[config.mk]
export PLATFORM = sky130hd
export DESIGN_NAME = crc32_multibyte_engine
export DESIGN_NICKNAME = d
export VERILOG_FILES = /design/src/rtl/crc32_multibyte_engine.sv
export SDC_FILE = /design/constraint.sdc
export NUM_CORES = 1
export LEC_CHECK = 0
export BUFFER_PORTS_ARGS = -buffer_cell sky130_fd_sc_hd__clkbuf_2
export CORE_ASPECT_RATIO = 0.9
export CORE_UTILIZATION = 60
export CTS_CLUSTER_SIZE = 40
export DETAILED_ROUTE_END_ITERATION = 8
export GPL_TIMING_DRIVEN = 1
export PLACE_DENSITY_LB_ADDON = 0.3
export REMOVE_ABC_BUFFERS = 1
export SLEW_MARGIN = 15
export SYNTH_ARGS = -nofsm -noshare
export SYNTH_HDL_FRONTEND = slang
export SYNTH_SLANG_ARGS = --single-unit
[constraint.sdc]
create_clock -name clk -period 7.6 [get_ports clk]
set_input_delay 0.76 -clock clk [delete_from_list [all_inputs] [get_ports clk]]
set_output_delay 0.76 -clock clk [all_outputs]
set_load 0.01 [all_outputs]
[src/rtl/crc32_multibyte_engine.sv]
// crc32_multibyte_engine
//   Frame-based CRC-32 (reflected, IEEE 802.3 / GZIP) over DATA_BYTES bytes per beat,
//   with byte enables and sof/eof framing. Produces the member CRC32 and ISIZE
//   (byte count mod 2^32) for the GZIP trailer.
//
//   Optional build macro CRC_TRAILER_SER_EN: adds a byte-serial trailer port that
//   streams crc_out (little-endian) followed by isize_out (little-endian) after
//   each completed frame.
//
//   state   | meaning
//   --------+---------------------------------------------------------------
//   IDLE    | waiting for a beat carrying sof_in; other beats are errors
//   ACCUM   | inside a frame, folding enabled bytes into the running CRC
//   DONE    | one cycle: crc_out/isize_out final, crc_valid_out high
//   TRAILER | (macro builds only) streaming the 8 trailer bytes
module crc32_multibyte_engine #(
    parameter int          DATA_BYTES = 4,
    parameter logic [31:0] POLY_REFL  = 32'hEDB88320,
    parameter logic [31:0] CRC_INIT   = 32'hFFFFFFFF,
    parameter logic [31:0] CRC_XOROUT = 32'hFFFFFFFF
) (
    input  logic                    clk,
    input  logic                    rst,
    input  logic [8*DATA_BYTES-1:0] data_in,
    input  logic [DATA_BYTES-1:0]   data_be_in,
    input  logic                    data_valid_in,
    input  logic                    sof_in,
    input  logic                    eof_in,
    output logic                    ready_out,
    output logic [31:0]             crc_out,
    output logic [31:0]             isize_out,
    output logic                    crc_valid_out,
`ifdef CRC_TRAILER_SER_EN
    output logic                    err_out,
    output logic [7:0]              trl_data_out,
    output logic                    trl_valid_out,
    input  logic                    trl_ready_in,
    output logic                    trl_last_out
`else
    output logic                    err_out
`endif
);

    typedef enum logic [1:0] {
        IDLE    = 2'd0,
        ACCUM   = 2'd1,
        DONE    = 2'd2,
        TRAILER = 2'd3
    } state_t;

    localparam logic [DATA_BYTES-1:0] BE_ONE = DATA_BYTES'(1);

    state_t      state_q;
    logic        ready_q;
    logic [31:0] crc_q;
    logic [31:0] cnt_q;
    logic [31:0] crc_out_q;
    logic [31:0] isize_q;
    logic        crc_valid_q;
    logic        err_q;

    logic        beat_acc;
    logic [31:0] crc_base;
    logic [31:0] cnt_base;
    logic [31:0] crc_d;
    logic [31:0] cnt_d;

`ifdef CRC_TRAILER_SER_EN
    logic [7:0]  trl_data_q;
    logic        trl_valid_q;
    logic        trl_last_q;
    logic [2:0]  trl_idx_q;
    logic [2:0]  trl_idx_d;
    logic [63:0] trl_word;
`endif

    // Byte-serial reflected CRC update, unrolled over the enabled bytes (byte 0 first).
    function automatic logic [31:0] fold_beat(
        input logic [31:0]             crc_in,
        input logic [8*DATA_BYTES-1:0] d,
        input logic [DATA_BYTES-1:0]   be
    );
        logic [31:0] c;
        c = crc_in;
        for (int b = 0; b < DATA_BYTES; b++) begin
            if (be[b]) begin
                c = c ^ {24'h0, d[8*b +: 8]};
                for (int k = 0; k < 8; k++) begin
                    c = c[0] ? ((c >> 1) ^ POLY_REFL) : (c >> 1);
                end
            end
        end
        return c;
    endfunction

    function automatic logic [31:0] popcount(input logic [DATA_BYTES-1:0] be);
        logic [31:0] n;
        n = '0;
        for (int b = 0; b < DATA_BYTES; b++) begin
            n = n + {31'h0, be[b]};
        end
        return n;
    endfunction

    // Next CRC and byte count if the current beat is accepted; sof restarts both.
    always_comb begin
        beat_acc = data_valid_in && ready_q;
        crc_base = sof_in ? CRC_INIT : crc_q;
        cnt_base = sof_in ? 32'h0 : cnt_q;
        crc_d    = fold_beat(crc_base, data_in, data_be_in);
        cnt_d    = cnt_base + popcount(data_be_in);
    end

`ifdef CRC_TRAILER_SER_EN
    // Trailer byte order: CRC little-endian, then ISIZE little-endian.
    always_comb begin
        trl_word  = {isize_q, crc_out_q};
        trl_idx_d = trl_idx_q + 3'd1;
    end
`endif

    // Frame FSM with registered outputs.
    always_ff @(posedge clk) begin
        if (rst) begin
            state_q     <= IDLE;
            ready_q     <= 1'b1;
            crc_q       <= CRC_INIT;
            cnt_q       <= '0;
            crc_out_q   <= '0;
            isize_q     <= '0;
            crc_valid_q <= 1'b0;
            err_q       <= 1'b0;
`ifdef CRC_TRAILER_SER_EN
            trl_data_q  <= '0;
            trl_valid_q <= 1'b0;
            trl_last_q  <= 1'b0;
            trl_idx_q   <= '0;
`endif
        end else begin
            crc_valid_q <= 1'b0;
            err_q       <= 1'b0;
            case (state_q)
                IDLE, ACCUM: begin
                    if (beat_acc) begin
                        if (state_q == IDLE && !sof_in) begin
                            // Beat outside a frame: dropped.
                            err_q <= 1'b1;
                        end else begin
                            // sof inside a frame abandons the old frame.
                            if (state_q == ACCUM && sof_in) begin
                                err_q <= 1'b1;
                            end
                            crc_q <= crc_d;
                            cnt_q <= cnt_d;
                            if (eof_in) begin
                                state_q     <= DONE;
                                ready_q     <= 1'b0;
                                crc_valid_q <= 1'b1;
                                crc_out_q   <= crc_d ^ CRC_XOROUT;
                                isize_q     <= cnt_d;
                            end else begin
                                state_q <= ACCUM;
                            end
                        end
                    end
                end
                DONE: begin
`ifdef CRC_TRAILER_SER_EN
                    state_q     <= TRAILER;
                    trl_valid_q <= 1'b1;
                    trl_data_q  <= crc_out_q[7:0];
                    trl_idx_q   <= '0;
                    trl_last_q  <= 1'b0;
`else
                    state_q <= IDLE;
                    ready_q <= 1'b1;
`endif
                end
                TRAILER: begin
`ifdef CRC_TRAILER_SER_EN
                    if (trl_valid_q && trl_ready_in) begin
                        if (trl_idx_q == 3'd7) begin
                            state_q     <= IDLE;
                            ready_q     <= 1'b1;
                            trl_valid_q <= 1'b0;
                            trl_last_q  <= 1'b0;
                        end else begin
                            trl_idx_q  <= trl_idx_d;
                            trl_data_q <= trl_word[8*trl_idx_d +: 8];
                            trl_last_q <= (trl_idx_d == 3'd7);
                        end
                    end
`else
                    state_q <= IDLE;
                    ready_q <= 1'b1;
`endif
                end
                default: begin
                    state_q <= IDLE;
                    ready_q <= 1'b1;
                end
            endcase
        end
    end

    assign ready_out     = ready_q;
    assign crc_out       = crc_out_q;
    assign isize_out     = isize_q;
    assign crc_valid_out = crc_valid_q;
    assign err_out       = err_q;
`ifdef CRC_TRAILER_SER_EN
    assign trl_data_out  = trl_data_q;
    assign trl_valid_out = trl_valid_q;
    assign trl_last_out  = trl_last_q;
`endif

`ifndef SYNTHESIS
    // Debug check: enables of an accepted beat must be contiguous from bit 0.
    always @(posedge clk) begin
        if (!rst && data_valid_in && ready_q) begin
            assert ((data_be_in & (data_be_in + BE_ONE)) == '0);
        end
    end
`endif

endmodule
== Word-level counts from Yosys, hierarchy flattened ==
Index checks and enable logic that the tools add are counted.

* Bitwise operators: 40
* Eq/ne operators: 6
* Add/sub/neg operators: 4
* Reduce and logical (&&, ||, !) cells: 13
* Multiplexer cells: 49

{| class="wikitable"
|+ Operators by type and width
! cell !! number
|-
| $mux W32 || 38
|-
| $not A13 Y14 || 32
|-
| $xor A32 B8 Y32 || 4
|-
| $add A32 B4 Y32 || 1
|-
| $not A32 Y32 || 1
|-
| $mux W1 || 6
|-
| $mux W2 || 3
|-
| $ne A2 B2 Y1 const B || 3
|-
| $reduce_and A3 Y1 || 2
|-
| $add A3 B1 Y4 || 1
|-
| $eq A2 B2 Y1 const B || 2
|-
| $pmux W2 S2 || 1
|-
| $reduce_and A4 Y1 || 1
|-
| $reduce_or A2 Y1 || 2
|-
| $reduce_or A4 Y1 || 1
|-
| $add A2 B1 Y3 || 1
|-
| $logic_and A1 B1 Y1 || 3
|-
| $not A1 Y1 || 3
|-
| $reduce_or A3 Y1 || 1
|-
| $add A1 B1 Y2 || 1
|-
| $eq A2 B1 Y1 const B || 1
|-
| $logic_not A2 Y1 || 1
|-
| $pmux W1 S2 || 1
|-
| $reduce_and A2 Y1 || 1
|-
| $logic_not A1 Y1 || 1
|}

* Bits in registers: 133
* Output and inout port bits: 67
* Logic and storage cells: 120
* Input bits: 41

== Logic depth before layout (Yosys ltp) ==
* Depth after elaboration: 74
* Gate-level depth with buffers: 31
* Gate-level depth less buffers: 17

== Least setup slack after synthesis ==
Ideal clock, no wire load.

* Path type: input to register
* Start: input port sof_in
* End: register cnt_q[26]
* Slack: 1.341 ns
* Arrival time: 6.188 ns
* Data required time: 7.530 ns
* Stages on the path: 29
* Buffers on the path: 14
* Cells stage by stage: buf_2 -> buf_6 -> buf_4 -> buf_4 -> buf_4 -> buf_2 -> clkbuf_1 -> clkbuf_1 -> clkbuf_1 -> clkbuf_1 -> clkbuf_1 -> clkbuf_1 -> nor2b_1 -> fa_1 -> inv_1 -> fa_1 -> nor2_1 -> and2_1 -> and3_1 -> clkbuf_1 -> and3_1 -> clkbuf_1 -> nand4_1 -> nor3_1 -> nand4_1 -> nor2_1 -> nand2_1 -> or4_1 -> a21oi_1

* Cells in the longest elaborated chain, start to end: 4
* Elaborated cells between the ends (all ways): 6

{| class="wikitable"
|+ RTL lines
! element !! RTL line !! RTL
|-
| from (decl) || 27 || <nowiki>input logic sof_in,</nowiki>
|-
| branches (longest 4 deep; another with $add A32 B4 Y32) || -- ||
|-
| to (signal assigned) || 154 || <nowiki>cnt_q <= cnt_d;</nowiki>
|-
| to (decl) || 56 || <nowiki>logic [31:0] cnt_q;</nowiki>
|}

Parallel ways; which one is timed is not known.
A chain may end at the register's enable or synchronous reset.

== Worst setup path after layout ==
* Start: input port data_be_in[0]
* End: register crc_out_q[4], in the netlist crc_out[4]

* Cells in the longest elaborated chain, start to end: 43
* Elaborated cells between the ends (all ways): 51

{| class="wikitable"
|+ RTL lines
! element !! RTL line !! RTL
|-
| from (decl) || 25 || <nowiki>input logic [DATA_BYTES-1:0] data_be_in,</nowiki>
|-
| $mux W32 (*) || 86 || <nowiki>if (be[b]) begin</nowiki>
|-
| $xor A32 B8 Y32 || 87 || <nowiki>c = c ^ {24'h0, d[8*b +: 8]};</nowiki>
|-
| $not A13 Y14 (no source line) || -- ||
|-
| $mux W32 || 89 || <nowiki>c = c[0] ? ((c >> 1) ^ POLY_REFL) : (c >> 1);</nowiki>
|-
| $not A13 Y14 (no source line) || -- ||
|-
| $mux W32 (2 in a row) || 89 ||
|-
| $not A13 Y14 (no source line) || -- ||
|-
| $mux W32 || 89 ||
|-
| [23 not listed] || -- ||
|-
| $not A13 Y14 (no source line) || -- ||
|-
| $mux W32 || 89 ||
|-
| $not A13 Y14 (no source line) || -- ||
|-
| $mux W32 (3 in a row) || 89 ||
|-
| $not A13 Y14 (no source line) || -- ||
|-
| $mux W32 (2 in a row) || 89 ||
|-
| $mux W32 (*) || 86 ||
|-
| $not A32 Y32 (no source line) (*) || -- ||
|-
| to (signal assigned) || 159 || <nowiki>crc_out_q <= crc_d ^ CRC_XOROUT;</nowiki>
|-
| to (decl) || 57 || <nowiki>logic [31:0] crc_out_q;</nowiki>
|}

Every way passes the cells marked *; elsewhere a longest branch is shown, timed or not.

==> summary.md <==
* Crit. Startpoint: data_be_in[0]
* post-layout utilization of the core: 67.7%
* data arrival time at the worst-slack endpoint: 6.69 ns
* number of primary I/O pins: 108
* least setup slack across all paths after layout: 1.23 ns
* type of destination of the critical path: flop
* post-synthesis instance area: 11900 um^2
* initial antenna violation count: 0
* layout net count: 1520
* Max transition margin: 33.1%
* path category of the worst min-delay check: reg2reg
* drt drc: 0
* largest voltage drop on the vdd net: 0.394 mV
* Sum Neg Setup Slack: 0 ns
* placeable core region: 19300 um^2
* sequential standard cell area: 2660 um^2
* placed wire-length estimate: 25.6 mm
* die width: 150 um
* synthesized netlist cell count: 1441
* clock period minus worst slack: 6.37 ns
* Area Growth Syn to Fin: 9.70%
* reg-to-reg endpoint: crc_out[4]
* ratio of cells with drive above 1 in the final layout: 14.2%
* number of cells upsized or downsized after cts: 0
* required time reported for the critical path endpoint: 7.92 ns
* sum of internal, switching and leakage power: 7.17 mW
* Die H: 136 um
* flop2flop setup slack: 1.55 ns
* vias after detailed routing: 10700
* drt total wl: 35.1 mm
* remaining antenna violation count after routing: 0
* RR Startpoint: crc_q[2]
* hold_sp: crc_out[5]
* post-route clock period utilization: 83.8%
* crit path launch type: input port
* first-pass GRT wire length: 53.3 mm
* number of warnings printed during yosys synthesis: 0
* distinct cell type count of the synthesized netlist: 89
* mean area per synthesized cell: 8.25 um^2
* number of synthesized register bits: 133
* vias in the first global route: 9620
* clock root buffer: clkbuf_16
* hold endpoint: crc_out[5]
* number of DRC markers after the initial detailed-route iteration: 1185
* multi-input gate area in the final layout: 8720 um^2
* final setup vio count: 0
* number of setup buffers added after CTS: 0
* Final Max Slew Viols: 0
* Final Wtd Congestion: 1.02
* starting density of the core: 61.7%
* # rows: 48
* total power per unit cell area: 550 nW/um^2
* worst setup skew after layout: 0.0132 ns
* global-route usage over all layers: 34.5%
* GR met1 Demand/Resource: 49.7%
* Hold Vio Cnt, Final: 0
* pin count of the biggest net entering global routing: 98
* CTS tree: built
* first-pass iteration count of the detailed router: 5
* highest-utilization routing layer at the global route stage: met1
* highest-count cells in the layout ignoring fill and taps: nor2_1, xnor2_1, nand2_1
* transition at the pin with the smallest max-transition slack: 1.00 ns
* clock slew seen by the registers of the worst setup and hold paths: 0.06 ns
* highest clock frequency the design can meet: 157 MHz
* latest clock arrival within the worst-skew pair: 0.41 ns
* sum of overflow across all layers after global routing: 0
* met2 usage in global routing: 49.5%
* number of levels the H-tree was split into: 4
* setup repair after global routing missed its margin: no
* final-layout fill cell count: 1568
* count of flip-flops with a built-in enable after synthesis: 0
* commonest non-fill, non-tap cell in the layout: nor2_1
* # clock sinks: 133
* static leakage power: 5.14 nW
* status: finished clean
* routed via count divided by cell count: 6.17
* worst setup timing slack at the placement stage: 1.03 ns
* largest driver fanout on the critical path: 42
* number of max-capacitance violations reported: 0
* primary flip-flop cell chosen by synthesis mapping: dfxtp_1
* WL per Instance: 20.2 um
* worst hold path depth: 2
* total clock buffers created by CTS: 17
* I/O Buffers: 107
* floorplan die area: 20400 um^2
* Worst Reg2Reg Path Length in Cells: 16
* sequential-to-total area share from yosys stat: 22.4%
* CP Class: in2reg
* count of hold buffers inserted by post-cts repair: 0
* met3 Usage GRT: 9.83%
* Max clock buf depth: 2
* n_diodes: 0
* FFs w/ async S/R, synth: 0%
-- layer usage --
metal,share of wire (%),up-vias
met1,44,5073
met4,2.5,0
met3,11,57
met5,0,-
met2,42,504
li1,-,5096
-- critical path: stages --
cell,delay (ns)
clkbuf_2,0.53
buf_4,0.49
nand2b_1,0.12
o211ai_2,0.42
xor2_2,0.43
xnor3_1,0.49
xnor3_1,0.29
a21oi_1,0.18
xnor2_2,0.48
xor3_1,0.31
a21oi_2,0.29
xor2_2,0.45
xnor2_1,0.25
xnor3_1,0.41
mux2i_1,0.46
nor2_1,0.12
nor3_1,0.17
-- power by group --
part	total (mW)	switching, mW	internal (mW)
registers	0.910	0.123	0.787
clock network	0.916	0.331	0.586
logic	5.35	2.94	2.41
total	7.17	3.39	3.79
-- how the worst max path moves through the flow --
stage	endpoint	slack (ns)	cells past startpoint
finish	crc_out[4]	1.23	17
global route	crc_out[4]	0.92	17
CTS	crc_out[4]	1.44	17
detailed placement	crc_out[4]	1.03	17
global placement	crc_out[4]	1.05	17
floorplan	crc_q[18]	1.48	16
-- cells in the mapped netlist, types with 7 or more instances --
cell type,instances,share of area (%)
nor2_1,176,5.6
a21oi_1,107,4.5
mux2i_1,32,2.7
xnor3_1,40,7.6
clkbuf_1,75,2.4
a31oi_1,10,0.53
nor4_1,9,0.47
nand3b_1,7,0.44
o21a_1,11,0.69
o21ai_0,62,2.6
and2_1,12,0.63
a21o_1,7,0.44
o211ai_1,11,0.69
dfxtp_1,133,22
a22oi_1,14,0.88
xor2_1,66,4.9
nand2b_1,7,0.37
xor3_1,12,2.4
nor3b_1,7,0.44
xnor2_2,8,1.1
nor2b_1,17,0.89
nand2_1,143,4.5
nor3_1,41,1.7
or3_1,21,1.1
xnor2_1,161,12
buf_2,18,0.76
nand3_1,22,0.93
mux2_2,8,0.76
and3_1,13,0.68
a211o_1,21,1.5
inv_1,11,0.35
a211oi_1,33,2.1
-- state kept, by name (all words and copies together) (netlist names) --
register	count
cnt_q	32
crc_q	32
crc_valid_out	1
state_q	2
err_out	1
crc_out	32
isize_out	32
ready_out	1
-- cell type report --
type                            count  share of cell area [%]
Timing Repair Buffer              122                    5.01
Sequential cell                   133                    20.4
Multi-Input combinational cell   1189                    66.9
Clock buffer                       17                    3.26
Tap cell                          250                    2.40
Clock inverter                     15                    1.72
Inverter                           12                   0.345
-- per-stage QoR --
step | cell area [um^2] | hold slack [ns] | instances
5_1_grt | 13000 | 0.473 | 1738
4_1_cts | 13000 | 0.457 | 1738
3_3_place_gp | 12400 | 0.439 | 1706
3_5_place_dp | 12400 | 0.448 | 1706
2_1_floorplan | 11400 | 0.426 | 1334
6_report | 13000 | 0.454 | 1738
-- cells by family after synthesis --
family	Yosys count	share of synthesized area (%)
buffers and inverters	119	4.40
adder cells (fa/ha/maj)	4	0.610
AND/OR/NAND/NOR	502	19.5
AO/OA/AOI/OAI	342	19.4
XOR/XNOR	299	30.0
multiplexers	42	3.73
flip-flops	133	22.4
Power figures use the tool's default switching activity.
